<file path="config.mk">
export PLATFORM = sky130hd
export DESIGN_NAME = rtc_bus_controller_flat
export DESIGN_NICKNAME = d
export VERILOG_FILES = /design/src/rtl/rtc_bus_controller_pkg.sv /design/src/rtl/rtc_bus_controller_if.sv /design/src/rtl/rtc_bus_controller_phase_timer.sv /design/src/rtl/rtc_bus_controller.sv /design/src/flat_wrapper.sv
export SDC_FILE = /design/constraint.sdc
export NUM_CORES = 1
export LEC_CHECK = 0
export BUFFER_PORTS_ARGS = -buffer_cell sky130_fd_sc_hd__buf_2
export CORE_MARGIN = 4
export CORE_UTILIZATION = 55
export DETAILED_ROUTE_END_ITERATION = 8
export PLACE_DENSITY_LB_ADDON = 0.12
export SYNTH_ARGS = -nofsm -noshare
export SYNTH_HDL_FRONTEND = slang
export SYNTH_SLANG_ARGS = --single-unit
</file>
<file path="constraint.sdc">
create_clock -name clk -period 3.95 [get_ports clk]
set_clock_uncertainty 0.1 [all_clocks]
set_input_delay 0.1975 -clock clk [delete_from_list [all_inputs] [get_ports clk]]
set_output_delay 0.1975 -clock clk [all_outputs]
set_load 0.02 [all_outputs]
</file>
<file path="src/rtl/rtc_bus_controller_pkg.sv">
// Shared types and constants for the RTC multiplexed-bus controller.
// Holds the FSM state encoding, default phase timings and RTC register addresses.
package rtc_bus_pkg;

    typedef enum logic [3:0] {
        IDLE,
        A_SETUP,
        A_STROBE,
        A_HOLD,
        GAP,
        D_SETUP,
        D_STROBE,
        D_HOLD,
        RECOV
    } state_t;

    localparam int T_SETUP_DEF = 1;
    localparam int T_PULSE_DEF = 6;
    localparam int T_HOLD_DEF  = 1;
    localparam int T_GAP_DEF   = 11;
    localparam int T_RECOV_DEF = 10;

    localparam logic [7:0] REG_SECONDS = 8'h21;
    localparam logic [7:0] REG_MINUTES = 8'h22;
    localparam logic [7:0] REG_HOURS   = 8'h23;
    localparam logic [7:0] REG_CONTROL = 8'h02;

    function automatic logic is_addr_phase(input state_t s);
        return (s == A_SETUP) || (s == A_STROBE) || (s == A_HOLD);
    endfunction

    function automatic logic is_data_phase(input state_t s);
        return (s == D_SETUP) || (s == D_STROBE) || (s == D_HOLD);
    endfunction

endpackage

</file>
<file path="src/rtl/rtc_bus_controller_if.sv">
// Request/response handshake plus RTC bus pins for the RTC bus controller.
// Handshake: a request transfers on a clk edge where req_valid & req_ready; rsp_valid is a one-cycle pulse.
interface rtc_bus_controller_if;
    import rtc_bus_pkg::*;

    logic       req_valid;
    logic       req_write;
    logic [7:0] req_addr;
    logic [7:0] req_wdata;
    logic       req_ready;
    logic       rsp_valid;
    logic [7:0] rsp_rdata;
    logic       busy;
    logic       cs_n;
    logic       rd_n;
    logic       wr_n;
    logic       ad_n;
    logic [7:0] bus_out;
    logic       bus_oe;
    logic [7:0] bus_in;
    state_t     dbg_state;

    modport slave (
        input  req_valid, req_write, req_addr, req_wdata, bus_in,
        output req_ready, rsp_valid, rsp_rdata, busy,
               cs_n, rd_n, wr_n, ad_n, bus_out, bus_oe, dbg_state
    );

    modport master (
        output req_valid, req_write, req_addr, req_wdata, bus_in,
        input  req_ready, rsp_valid, rsp_rdata, busy,
               cs_n, rd_n, wr_n, ad_n, bus_out, bus_oe, dbg_state
    );

endinterface

</file>
<file path="src/rtl/rtc_bus_controller_phase_timer.sv">
// Loadable 8-bit down-counter timing every FSM state; done marks the state's last cycle.
module rtc_phase_timer (
    input  logic       clk,
    input  logic       reset_n,
    input  logic       load,
    input  logic [7:0] load_val,
    output logic       done
);
    logic [7:0] cnt;

    // Loaded with N on state entry, so cnt reaches 1 in the Nth cycle.
    always_ff @(posedge clk) begin
        if (!reset_n) begin
            cnt <= '0;
        end else if (load) begin
            cnt <= load_val;
        end else if (cnt != 8'd0) begin
            cnt <= cnt - 8'd1;
        end
    end

    assign done = (cnt == 8'd1);

endmodule

</file>
<file path="src/rtl/rtc_bus_controller.sv">
// Sequences one RTC bus transaction per request: timed address phase, gap, data phase, recovery.
module rtc_bus_controller
    import rtc_bus_pkg::*;
#(
    parameter int T_SETUP = T_SETUP_DEF,
    parameter int T_PULSE = T_PULSE_DEF,
    parameter int T_HOLD  = T_HOLD_DEF,
    parameter int T_GAP   = T_GAP_DEF,
    parameter int T_RECOV = T_RECOV_DEF
) (
    input logic           clk,
    input logic           reset_n,
    rtc_bus_controller_if.slave bus
);
    state_t     state, state_n;
    logic       load, done;
    logic [7:0] load_val;
    logic       lat_write;
    logic [7:0] lat_addr, lat_wdata;
    logic       txn_write;
    logic [7:0] txn_addr, txn_wdata;
    logic       cs_q, rd_q, wr_q, ad_q, oe_q, rsp_q, busy_q;
    logic [7:0] out_q, rdata_q;

    rtc_phase_timer u_timer (
        .clk      (clk),
        .reset_n  (reset_n),
        .load     (load),
        .load_val (load_val),
        .done     (done)
    );

    // On the acceptance edge the latches are not yet written, so use the live request.
    assign txn_write = (state == IDLE) ? bus.req_write : lat_write;
    assign txn_addr  = (state == IDLE) ? bus.req_addr  : lat_addr;
    assign txn_wdata = (state == IDLE) ? bus.req_wdata : lat_wdata;

    always_comb begin
        state_n  = state;
        load     = 1'b0;
        load_val = 8'd0;
        case (state)
            IDLE:     if (bus.req_valid) begin state_n = A_SETUP;  load = 1'b1; load_val = 8'(T_SETUP); end
            A_SETUP:  if (done)          begin state_n = A_STROBE; load = 1'b1; load_val = 8'(T_PULSE); end
            A_STROBE: if (done)          begin state_n = A_HOLD;   load = 1'b1; load_val = 8'(T_HOLD);  end
            A_HOLD:   if (done)          begin state_n = GAP;      load = 1'b1; load_val = 8'(T_GAP);   end
            GAP:      if (done)          begin state_n = D_SETUP;  load = 1'b1; load_val = 8'(T_SETUP); end
            D_SETUP:  if (done)          begin state_n = D_STROBE; load = 1'b1; load_val = 8'(T_PULSE); end
            D_STROBE: if (done)          begin state_n = D_HOLD;   load = 1'b1; load_val = 8'(T_HOLD);  end
            D_HOLD:   if (done)          begin state_n = RECOV;    load = 1'b1; load_val = 8'(T_RECOV); end
            RECOV:    if (done)          begin state_n = IDLE; end
            default:  state_n = IDLE;
        endcase
    end

    // Outputs are registered from the next state so they align with the state they describe.
    always_ff @(posedge clk) begin
        if (!reset_n) begin
            state     <= IDLE;
            lat_write <= 1'b0;
            lat_addr  <= 8'd0;
            lat_wdata <= 8'd0;
            cs_q      <= 1'b1;
            rd_q      <= 1'b1;
            wr_q      <= 1'b1;
            ad_q      <= 1'b1;
            oe_q      <= 1'b0;
            out_q     <= 8'd0;
            rsp_q     <= 1'b0;
            rdata_q   <= 8'd0;
            busy_q    <= 1'b0;
        end else begin
            state <= state_n;
            if (state == IDLE && bus.req_valid) begin
                lat_write <= bus.req_write;
                lat_addr  <= bus.req_addr;
                lat_wdata <= bus.req_wdata;
            end
            cs_q   <= !(is_addr_phase(state_n) || is_data_phase(state_n));
            ad_q   <= !is_addr_phase(state_n);
            wr_q   <= !((state_n == A_STROBE) || (state_n == D_STROBE && txn_write));
            rd_q   <= !(state_n == D_STROBE && !txn_write);
            oe_q   <= is_addr_phase(state_n) || (is_data_phase(state_n) && txn_write);
            out_q  <= is_addr_phase(state_n) ? txn_addr :
                      (is_data_phase(state_n) && txn_write) ? txn_wdata : 8'd0;
            rsp_q  <= (state_n == RECOV) && (state != RECOV);
            busy_q <= (state_n != IDLE);
            if (state == D_STROBE && done && !lat_write) begin
                rdata_q <= bus.bus_in;
            end
        end
    end

    assign bus.req_ready = (state == IDLE);
    assign bus.dbg_state = state;
    assign bus.cs_n      = cs_q;
    assign bus.rd_n      = rd_q;
    assign bus.wr_n      = wr_q;
    assign bus.ad_n      = ad_q;
    assign bus.bus_oe    = oe_q;
    assign bus.bus_out   = out_q;
    assign bus.rsp_valid = rsp_q;
    assign bus.rsp_rdata = rdata_q;
    assign bus.busy      = busy_q;

endmodule

</file>
<file path="src/flat_wrapper.sv">
// flat-port wrapper written by rule: the top's interface ports become plain ports
module rtc_bus_controller_flat import rtc_bus_pkg::*;
#(
    parameter int T_SETUP = T_SETUP_DEF,
    parameter int T_PULSE = T_PULSE_DEF,
    parameter int T_HOLD  = T_HOLD_DEF,
    parameter int T_GAP   = T_GAP_DEF,
    parameter int T_RECOV = T_RECOV_DEF
)
  (clk, reset_n, bus_req_valid, bus_req_write, bus_req_addr, bus_req_wdata, bus_bus_in, bus_req_ready, bus_rsp_valid, bus_rsp_rdata, bus_busy, bus_cs_n, bus_rd_n, bus_wr_n, bus_ad_n, bus_bus_out, bus_bus_oe, bus_dbg_state);
  rtc_bus_controller_if bus_i ();
  input logic clk;
  input logic reset_n;
  input wire logic [$bits(bus_i.req_valid)-1:0] bus_req_valid;
  input wire logic [$bits(bus_i.req_write)-1:0] bus_req_write;
  input wire logic [$bits(bus_i.req_addr)-1:0] bus_req_addr;
  input wire logic [$bits(bus_i.req_wdata)-1:0] bus_req_wdata;
  input wire logic [$bits(bus_i.bus_in)-1:0] bus_bus_in;
  output wire logic [$bits(bus_i.req_ready)-1:0] bus_req_ready;
  output wire logic [$bits(bus_i.rsp_valid)-1:0] bus_rsp_valid;
  output wire logic [$bits(bus_i.rsp_rdata)-1:0] bus_rsp_rdata;
  output wire logic [$bits(bus_i.busy)-1:0] bus_busy;
  output wire logic [$bits(bus_i.cs_n)-1:0] bus_cs_n;
  output wire logic [$bits(bus_i.rd_n)-1:0] bus_rd_n;
  output wire logic [$bits(bus_i.wr_n)-1:0] bus_wr_n;
  output wire logic [$bits(bus_i.ad_n)-1:0] bus_ad_n;
  output wire logic [$bits(bus_i.bus_out)-1:0] bus_bus_out;
  output wire logic [$bits(bus_i.bus_oe)-1:0] bus_bus_oe;
  output wire logic [$bits(bus_i.dbg_state)-1:0] bus_dbg_state;
  assign bus_i.req_valid = bus_req_valid;
  assign bus_i.req_write = bus_req_write;
  assign bus_i.req_addr = bus_req_addr;
  assign bus_i.req_wdata = bus_req_wdata;
  assign bus_i.bus_in = bus_bus_in;
  assign bus_req_ready = bus_i.req_ready;
  assign bus_rsp_valid = bus_i.rsp_valid;
  assign bus_rsp_rdata = bus_i.rsp_rdata;
  assign bus_busy = bus_i.busy;
  assign bus_cs_n = bus_i.cs_n;
  assign bus_rd_n = bus_i.rd_n;
  assign bus_wr_n = bus_i.wr_n;
  assign bus_ad_n = bus_i.ad_n;
  assign bus_bus_out = bus_i.bus_out;
  assign bus_bus_oe = bus_i.bus_oe;
  assign bus_dbg_state = bus_i.dbg_state;
  rtc_bus_controller #(.T_SETUP(T_SETUP), .T_PULSE(T_PULSE), .T_HOLD(T_HOLD), .T_GAP(T_GAP), .T_RECOV(T_RECOV)) u_core (.clk(clk), .reset_n(reset_n), .bus(bus_i));
endmodule
</file>
# Word level (Yosys, flattened, before mapping)
# Cells that the tools add are included.
[op_classes]
n_addsub = 1
eq_ne = 17
mux = 26
n_reduce_logical = 27
[ops]
columns = ["op", "n"]
rows = [
  ["8-bit 2-to-1 mux", 6],
  ["4-bit 2-to-1 mux", 11],
  ["8-bit case mux with 5 select lines", 1],
  ["4-bit case mux with 9 select lines", 1],
  ["4-bit by 3-bit == test with 1-bit output, second input constant", 7],
  ["4-bit by 2-bit == test with 1-bit output, second input constant", 4],
  ["4-bit by 1-bit == test with 1-bit output, second input constant", 2],
  ["4-bit == test, second input constant", 2],
  ["8-bit by 1-bit == test with 1-bit output, second input constant", 1],
  ["8-bit nonzero test", 1],
  ["8-bit by 1-bit subtractor with 8-bit output, second input constant", 1],
  ["1-bit logical AND", 7],
  ["1-bit logical OR", 7],
  ["7-bit OR reduction", 1],
  ["1-bit zero test", 6],
  ["1-bit 2-to-1 mux", 5],
  ["4-bit zero test", 1],
  ["4-bit inequality test, second input constant", 1],
  ["4-bit nonzero test", 1],
  ["3-bit 2-to-1 mux", 1],
  ["3-bit OR reduction", 1],
  ["1-bit case mux with 2 select lines", 1],
  ["2-bit nonzero test", 1],
  ["2-bit OR reduction", 1],
]
[word_totals]
ff_bits = 52
wordCells = 85
inputBits = 28
output_inout_bits = 28

# Longest topological paths before layout
# Gate-level depths: netlist of the first run.
[logic_depth]
word_depth = 9
ltp_mapped = 9
depth_no_buf = 7

# Modules after synthesis
# Synthesis of the first run repeated with hierarchy kept, for this count alone.
[unflattened]
cells_unflattened = 275
hier_area_um2 = 2393.5
[by_module_without_submodules]
columns = ["mod", "area_each_um2", "seq_area_each_um2", "cells_per_inst", "n_inst"]
rows = [
  ["rtc_bus_controller", 1896.8, 880.8, 222, 1],
  ["rtc_phase_timer", 496.7, 160.2, 53, 1],
]

# Worst setup path before layout of the first run
# No wires, ideal clock.
[synth_timing]
path_type = "flip-flop to flip-flop"
start = "register u_core.state[1] (netlist: u_core.bus.dbg_state[1])"
end = "register u_core.out_q[6] (netlist: u_core.bus.bus_out[6])"
setup_slack_ps = 1935
n_path_buf = 4
t_required_ps = 3734
path_stages_with_launch = 9
setup_time_ps = 116
synth_period_minus_slack_ps = 2015
arrival_time_ps = 1799
path_cell_list = "dfxtp_1 buf_6 or3_1 buf_6 a211oi_2 o21ba_1 buf_6 buf_6 o211a_1"
[synth_via]
elab_chain_len = 8
word_cells_on_any_way = 35
classes_between = "eq/ne (14); mux (15); reduce/logical (6)"
[synth_lines]
columns = ["item", "line_no", "rtl"]
rows = [
  ["start, declared", "rtc_bus_controller.sv:15", "state_t state, state_n;"],
  ["start signal, assigned", "rtc_bus_controller.sv:73", "state <= state_n;"],
  ["4-bit == test (tied with other cells)", "rtc_bus_controller.sv:42", "case (state)"],
  ["4-bit case mux with 9 select lines", "rtc_bus_controller.sv:42", ""],
  ["4-bit by 3-bit == test with 1-bit output", "rtc_bus_controller_pkg.sv:33", "return (s == D_SETUP) || (s == D_STROBE) || (s == D_HOLD);"],
  ["1-bit logical OR (2 in series)", "rtc_bus_controller_pkg.sv:33", ""],
  ["1-bit logical AND", "rtc_bus_controller.sv:85", "(is_data_phase(state_n) && txn_write) ? txn_wdata : 8'd0;"],
  ["8-bit 2-to-1 mux", "rtc_bus_controller.sv:85", ""],
  ["8-bit 2-to-1 mux (*)", "rtc_bus_controller.sv:84", "out_q <= is_addr_phase(state_n) ? txn_addr :"],
  ["end signal, assigned", "rtc_bus_controller.sv:84", ""],
  ["end, declared", "rtc_bus_controller.sv:23", "logic [7:0] out_q, rdata_q;"],
]
# Mark *: on every way between the ends. The rest lies on a longest branch, timed or not.
# A chain may end at the register's enable or synchronous reset.

# Final worst setup path of the first run
[layout_timing]
start = "register u_core.u_timer.cnt[1]"
end = "register u_core.out_q[7] (netlist: u_core.bus.bus_out[7])"
[layout_via]
elab_chain_len = 9
word_cells_on_any_way = 23
classes_between = "eq/ne (7); mux (11); reduce/logical (5)"
[layout_lines]
columns = ["item", "line_no", "rtl"]
rows = [
  ["start, declared", "rtc_bus_controller_phase_timer.sv:9", "logic [7:0] cnt;"],
  ["start signal, assigned", "rtc_bus_controller_phase_timer.sv:16", "cnt <= load_val;"],
  ["start signal, assigned", "rtc_bus_controller_phase_timer.sv:18", "cnt <= cnt - 8'd1;"],
  ["8-bit by 1-bit == test with 1-bit output (*)", "rtc_bus_controller_phase_timer.sv:22", "assign done = (cnt == 8'd1);"],
  ["4-bit 2-to-1 mux (tied with other cells)", "rtc_bus_controller.sv:51", "RECOV: if (done) begin state_n = IDLE; end"],
  ["4-bit case mux with 9 select lines (*)", "rtc_bus_controller.sv:42", ""],
  ["4-bit by 3-bit == test with 1-bit output", "rtc_bus_controller_pkg.sv:33", ""],
  ["1-bit logical OR (2 in series)", "rtc_bus_controller_pkg.sv:33", ""],
  ["1-bit logical AND", "rtc_bus_controller.sv:85", ""],
  ["8-bit 2-to-1 mux", "rtc_bus_controller.sv:85", ""],
  ["8-bit 2-to-1 mux (*)", "rtc_bus_controller.sv:84", ""],
]
# Marked as above.

==> impl_metrics.yaml, run 1 <==
sta:
  final_max_slew_viol_count: 0
  finalSetupViolCount: 0
  fin_setup_tns_ns: 0
  slew_headroom_pct: 33.93
  whs_ns: 0.03038
  min_period_ns: 2.414
  period_share_pct: 61.12
  maxClockFrequency_ghz: 0.4142
  rsz0062_at_grt: "no"
  setup_ws_ns: 1.536
  tightestPinTransition_ns: 0.9899
  hold_violations: 0
cts:
  cts_made_buffers: 5
  post_cts_buffers: 0
  path_clk_slew_ns: 0.08
  cts_buffer_depth: 2
  ctsResizeCount: 0
  cts_tree: "yes"
  worstSkewPairLatency_ns: 0.30
  h-tree-depth: 2
  cts_hold_repair.buffers: 0
  cts.sinks: 52
  root_buffer: "clkbuf_8"
placed_design:
  portBuffers: 55
  dp_hpwl_um: 3434
  pre_cts_slack_ns: 1.534
  gp_congestion: 0.8097
global_routing:
  grt_pass1_wl_um: 8231
  antenna_found_initial: 0
  overflow: 0
  grt_pass1_vias: 1860
  grt_usage_pct: 19.52
  grt_max_degree: 32
critical_path:
  cpLargestDelayFamily: "compound AO/OA/AOI/OAI gates"
  crit_arrival_ns: 2.56
  startpoint_type: "flop"
  required_ns: 4.09
  crit_fanout: 11
  slowest_stage: "a211oi_2"
  slowest_delay_ns: 0.72
  cp_cell_sequence: "inv_1 > ha_1 > nor3b_2 > nand3_1 > xnor2_1 > a211oi_2 > o211a_1"
  critPathKind: "reg -> reg"
  path_buf_inv: 1
  end_kind: "flop"
synthesis:
  syn_nets: 298
  yosys-top-cells-count: "57 x nand2_1, 52 x dfxtp_1, 23 x nor2_1"
  yosysSeqAreaShare_pct: 44.44
  synth_top_area_cell: "dfxtp_1"
  ys_async_sr_fraction_pct: 0
  syn_inst: 267
  avgSynthCellArea_um2: 8.772
  synth_ff_type: "dfxtp_1"
  netlist.area_leader.share_pct: 44.44
  synth-seq-cells: 52
  yosysWarningCount: 0
  netlist_top_cells_area: "dfxtp_1 44%, nand2_1 9.1%, mux2i_1 6.8%"
  synth_edf_count: 0
  synth.most_common_cell: "nand2_1"
  ys_types: 42
  synthesis.area_um2: 2342
die:
  initial_core_util_pct: 57.72
  rows: 23
  io-pin-count: 56
  die_h_um: 73.26
  core_um2: 4058
  die_area_um2: 5367
  die_w_um: 73.26
flow_run:
  maxCapViolations: 0
pwr:
  switching_share_pct: 37.31
  clock_power_share_pct: 19.7
  switching_power_uw: 643.8
  p_per_area_nw_per_um2: 647.1
  pwr-share-comb_pct: 40.0
  seqPwrFrac_pct: 40.3
  internal-power_mw: 1.082
  irDropWorstVdd_v: 0.0003595
  leakagePower_nw: 1.292
drt:
  ant_nets: 0
  viasPerCell: 5.374
  top_layer: "met4"
  drcViolationCount: 0
  drt-total-wl_um: 4879
  wl_met1_um: 2361
  wl_met2_um: 2215
  num_vias: 1940
  dr.first_iter.drc_count: 106
  dr.pass1.iters: 4
  dr_wl_met3_um: 229
  drt-wirelength-per-cell_um: 13.52
finish:
  drive_above_1_share_pct: 22.51
  fin_nets: 343
  fill_cells: 384
  antenna_cells: 0
  syn_to_final_growth_pct: 13.84
worst_hold_path:
  hold_class: "in -> reg"
status:
  status: "finished clean"
==> cells in the final DEF (no fill, tap or decap), types with 2 or more instances in the layout <==
cell	count
nand2_1	57
buf_2	55
dfxtp_1	52
nor2_1	23
a21oi_1	19
mux2i_1	16
nand3_1	12
o21ai_0	10
o211a_1	8
inv_1	7
clkbuf_8	5
xnor2_1	4
xor2_1	3
a211oi_1	3
o21a_1	3
ha_1	3
or3_1	2
and2_1	2
a211oi_2	2
a31oi_1	2
nor4b_1	2
nor3_1	2
==> flip-flops by register name, indices dropped and copies added, names as in the netlist, 4 cells and up <==
signal	cells
u_core.lat_wdata	8
u_core.lat_addr	8
u_core.u_timer.cnt	8
u_core.bus.rsp_rdata	8
u_core.bus.bus_out	8
u_core.bus.dbg_state	4
==> routing by layer <==
| layer | global-route usage [%] | vias up |
|---|---|---|
| li1 | - | 996 |
| met1 | 26.80 | 893 |
| met2 | 29.99 | 43 |
| met3 | 4.378 | 8 |
| met4 | 7.172 | 0 |
| met5 | 0 | - |
==> final timing paths <==
path / to / start / slack (ns) / depth (start not counted)
max: u_core.bus.bus_out[7] / u_core.u_timer.cnt[1] / 1.54 / 7
min: u_core.bus.rsp_rdata[6] / bus_bus_in[6] / 0.03 / 3
max reg2reg: u_core.bus.bus_out[7] / u_core.u_timer.cnt[1] / 1.54 / 7
min reg2reg: u_core.lat_wdata[3] / u_core.lat_wdata[3] / 0.36 / 2
==> cells by family (layout without fill, tap and decap cells) <==
kind of cell / after synthesis / after routing / synth area share, %
xor gates and xnor gates: 7 / 7 / 2.618
buffers and inverters: 24 / 68 / 5.929
muxes: 17 / 17 / 7.318
and+or+nand+nor: 109 / 109 / 21.90
AOI/OAI and AO/OA: 55 / 55 / 16.19
DFF: 52 / 52 / 44.44
adders and majority gates: 3 / 3 / 1.603
==> metrics by stage <==
step | std cells | cell area [um^2] | utilization (%) | total power, mW
after detailed placement | 355 | 2567 | 63.27 | 1.397
after floorplan | 267 | 2342 | - | 1.273
after CTS | 361 | 2666 | 65.71 | 1.736
after global placement | 355 | 2567 | 63.27 | 1.393
after global routing | 361 | 2666 | 65.71 | 1.847
final | 361 | 2666 | 65.71 | 1.725
==> final cells by class <==
cell class              instances  area (um^2)  share of cell area (%)
multi-input cells             191         1162                   43.59
inverters                       7        26.28                  0.9855
clock inverters                 1        30.03                   1.126
clock buffers                   5        68.82                   2.581
repair buffers                 55        275.3                   10.32
well taps                      50        62.56                   2.346
flip-flops and latches         52         1041                   39.04
==> worst min-delay path, stage by stage <==
cell     delay [ns]
buf_2          0.07
mux2i_1        0.05
nor2_1         0.07
==> power by group through the flow <==
| stage | sequential (mW) | clock, mW | combinational, mW |
|---|---|---|---|
| 2_1_floorplan | 0.730 | 0 | 0.542 |
| 3_3_place_gp | 0.703 | 0 | 0.690 |
| 3_5_place_dp | 0.708 | 0 | 0.689 |
| 4_1_cts | 0.696 | 0.347 | 0.693 |
| 5_1_grt | 0.711 | 0.368 | 0.768 |
| 6_report | 0.696 | 0.340 | 0.689 |
(Power assumes the default switching activity.)
==> inputs of run 2 (changes only) <==
--- a/config.mk
+++ b/config.mk
@@ -5,9 +5,10 @@
 export SDC_FILE = /design/constraint.sdc
 export NUM_CORES = 1
 export LEC_CHECK = 0
+export ABC_AREA = 1
 export BUFFER_PORTS_ARGS = -buffer_cell sky130_fd_sc_hd__buf_2
 export CORE_MARGIN = 4
-export CORE_UTILIZATION = 55
+export CORE_UTILIZATION = 48
 export DETAILED_ROUTE_END_ITERATION = 8
 export PLACE_DENSITY_LB_ADDON = 0.12
 export SYNTH_ARGS = -nofsm -noshare
==> constraint.sdc (replaced) <==
create_clock -name clk -period 2.07 [get_ports clk]
set_clock_uncertainty 0.1 [all_clocks]
set_input_delay 0.1035 -clock clk [delete_from_list [all_inputs] [get_ports clk]]
set_output_delay 0.1035 -clock clk [all_outputs]
set_load 0.02 [all_outputs]
==> impl_metrics.yaml, run 2 <==
global_routing:
  grt_usage_pct: 19.56
  grt_max_degree: 32
  grt_pass1_vias: 2201
  overflow: 0
  antenna_found_initial: 0
  grt_pass1_wl_um: 9853
critical_path:
  critPathKind: "reg -> reg"
  slowest_delay_ns: 0.33
  cpLargestDelayFamily: "simple AND/OR/NAND/NOR gates"
  required_ns: 2.18
  cp_common_cell: "nand2_1"
  path_buf_inv: 2
  cp_cell_sequence: "inv_1 > ha_1 > inv_1 > nor2_1 > nand2_1 > nand2_1 > nand2_1 > nand2_1 > nand3_2 > nand3_1 > a21oi_1"
  startpoint_type: "flop"
  crit_arrival_ns: 2.04
  end_kind: "flop"
  slowest_stage: "dfxtp_1"
  crit_fanout: 9
drt:
  drt-total-wl_um: 5724
  dr.first_iter.drc_count: 128
  drt-wirelength-per-cell_um: 12.28
  num_vias: 2287
  viasPerCell: 4.908
  drcViolationCount: 0
  dr.pass1.iters: 4
  ant_nets: 0
sta:
  slew_headroom_pct: 56.13
  rsz0062_at_grt: "yes"
  hold_violations: 0
  period_share_pct: 93.43
  final_max_slew_viol_count: 0
  whs_ns: 0.08950
  finalSetupViolCount: 0
  setup_ws_ns: 0.1360
  maxClockFrequency_ghz: 0.5171
  fin_setup_tns_ns: 0
  min_period_ns: 1.934
  tightestPinTransition_ns: 0.6573
cts:
  root_buffer: "clkbuf_8"
  worstSkewPairLatency_ns: 0.31
  cts_buffer_depth: 2
  h-tree-depth: 2
  path_clk_slew_ns: 0.10
  cts_tree: "yes"
  cts_made_buffers: 5
  cts.sinks: 52
die:
  initial_core_util_pct: 50.60
  io-pin-count: 56
  die_h_um: 79.26
  die_w_um: 79.26
  rows: 25
  die_area_um2: 6282
  core_um2: 4817
synthesis:
  syn_inst: 316
  netlist_top_cells_area: "dfxtp_1 43%, inv_1 6.9%, nand2_1 6.0%"
  yosysWarningCount: 0
  synth-seq-cells: 52
  ys_types: 35
  synthesis.area_um2: 2437
  ys_async_sr_fraction_pct: 0
  synth_ff_type: "dfxtp_1"
  avgSynthCellArea_um2: 7.713
  yosysSeqAreaShare_pct: 42.71
  netlist.area_leader.share_pct: 42.71
  synth_top_area_cell: "dfxtp_1"
  synth.most_common_cell: "dfxtp_1"
  yosys-top-cells-count: "52 x dfxtp_1, 45 x inv_1, 39 x nand2_1"
  syn_nets: 347
  synth_edf_count: 0
finish:
  multiInputGateArea_um2: 1149
  drive_above_1_share_pct: 23.31
  fill_cells: 427
  stdcell_count: 466
  fin_nets: 429
  regArea_um2: 1041
  mostFrequentLayoutCell: "buf_2"
  antenna_cells: 0
  syn_to_final_growth_pct: 29.88
  final_cell_mix: "55 x buf_2, 52 x dfxtp_1, 45 x inv_1, 39 x nand2_1, 32 x nor2_1"
status:
  status: "finished clean"
pwr:
  irDropWorstVdd_v: 0.0005820
  power_mw: 4.191
  p_per_area_nw_per_um2: 1324
  leakagePower_nw: 1.427
placed_design:
  dp_hpwl_um: 3899
  pre_cts_slack_ns: 0.1497
  dp_cells: 431
  portBuffers: 55
  gp_congestion: 0.7959
worst_hold_path:
  hold_class: "in -> reg"
flow_run:
  maxCapViolations: 0
[run 2: changes by cell type in the layout (fill, tap and decap cells not counted), moves of 4 or more]
| cell | change |
|---|---|
| nor2_1 | +9 |
| nand3_2 | +4 |
| nand2_1 | -18 |
| a211oi_1 | +12 |
| buf_4 | +7 |
| o211a_1 | -8 |
| dlygate4sd3_1 | +25 |
| inv_1 | +38 |
| mux2i_1 | -16 |
| o21ai_0 | +18 |
| nand4_1 | +10 |
[run 2: layout make-up]
| class | count | share of cell area [%] |
|---|---|---|
| multi-input combinational | 203 | 36.28 |
| tap | 67 | 2.648 |
| timing repair buffer | 88 | 18.89 |
| clock inverter | 3 | 1.344 |
| clock buffer | 5 | 2.174 |
| sequential | 52 | 32.89 |
| inverter | 48 | 5.771 |
[run 2: cell families after synthesis]
| logic type | share of synthesized area, % |
|---|---|
| flip-flops | 42.71 |
| buffers and inverters | 10.57 |
| AND/OR/NAND/NOR | 25.92 |
| adder cells (fa/ha/maj) | 1.540 |
| AO/OA/AOI/OAI | 17.45 |
| XOR/XNOR | 1.797 |
[run 2: tightest hold or removal path: stages]
cell     delay (ns)
buf_2          0.10
buf_4          0.18
nand3_1        0.09
[run 2: path summary, 6_finish.rpt]
check                               start                      end  slack [ns]  cells past startpoint
setup / recovery    u_core.u_timer.cnt[1]    u_core.bus.bus_out[2]        0.14                     11
hold / removal                    reset_n          u_core.bus.ad_n        0.09                      3
setup reg to reg    u_core.u_timer.cnt[1]    u_core.bus.bus_out[2]        0.14                     11
hold reg to reg   u_core.bus.rsp_rdata[2]  u_core.bus.rsp_rdata[2]        0.34                      2
[run 2: power by group]
| part | switching, mW | internal (mW) | total (mW) |
|---|---|---|---|
| combinational | 1.38 | 0.700 | 2.08 |
| clock | 0.339 | 0.358 | 0.697 |
| sequential | 0.149 | 1.27 | 1.41 |
| total | 1.87 | 2.32 | 4.19 |
[run 2: through the flow]
| stage | cell area [um^2] | utilization, % |
|---|---|---|
| 6_report | 3166 | 65.71 |
| 3_5_place_dp | 2771 | 57.53 |
| 3_3_place_gp | 2771 | 57.53 |
| 4_1_cts | 3133 | 65.04 |
| 5_1_grt | 3166 | 65.71 |
| 2_1_floorplan | 2437 | - |
[run 2: timing repair]
item                       4_1_cts  5_1_grt
setup buffers                    0        1
gates resized for setup          0        2
hold endpoints to repair        25        0
hold buffers                    25        0
setup endpoints to repair        0        8
[run 2: layer usage]
metal	track usage (%)	share of wire, %	up-vias
li1	-	-	1212
met1	25.74	47	1025
met2	32.24	47	45
met3	4.535	4.5	5
met4	5.155	1.1	0
met5	0	0	-
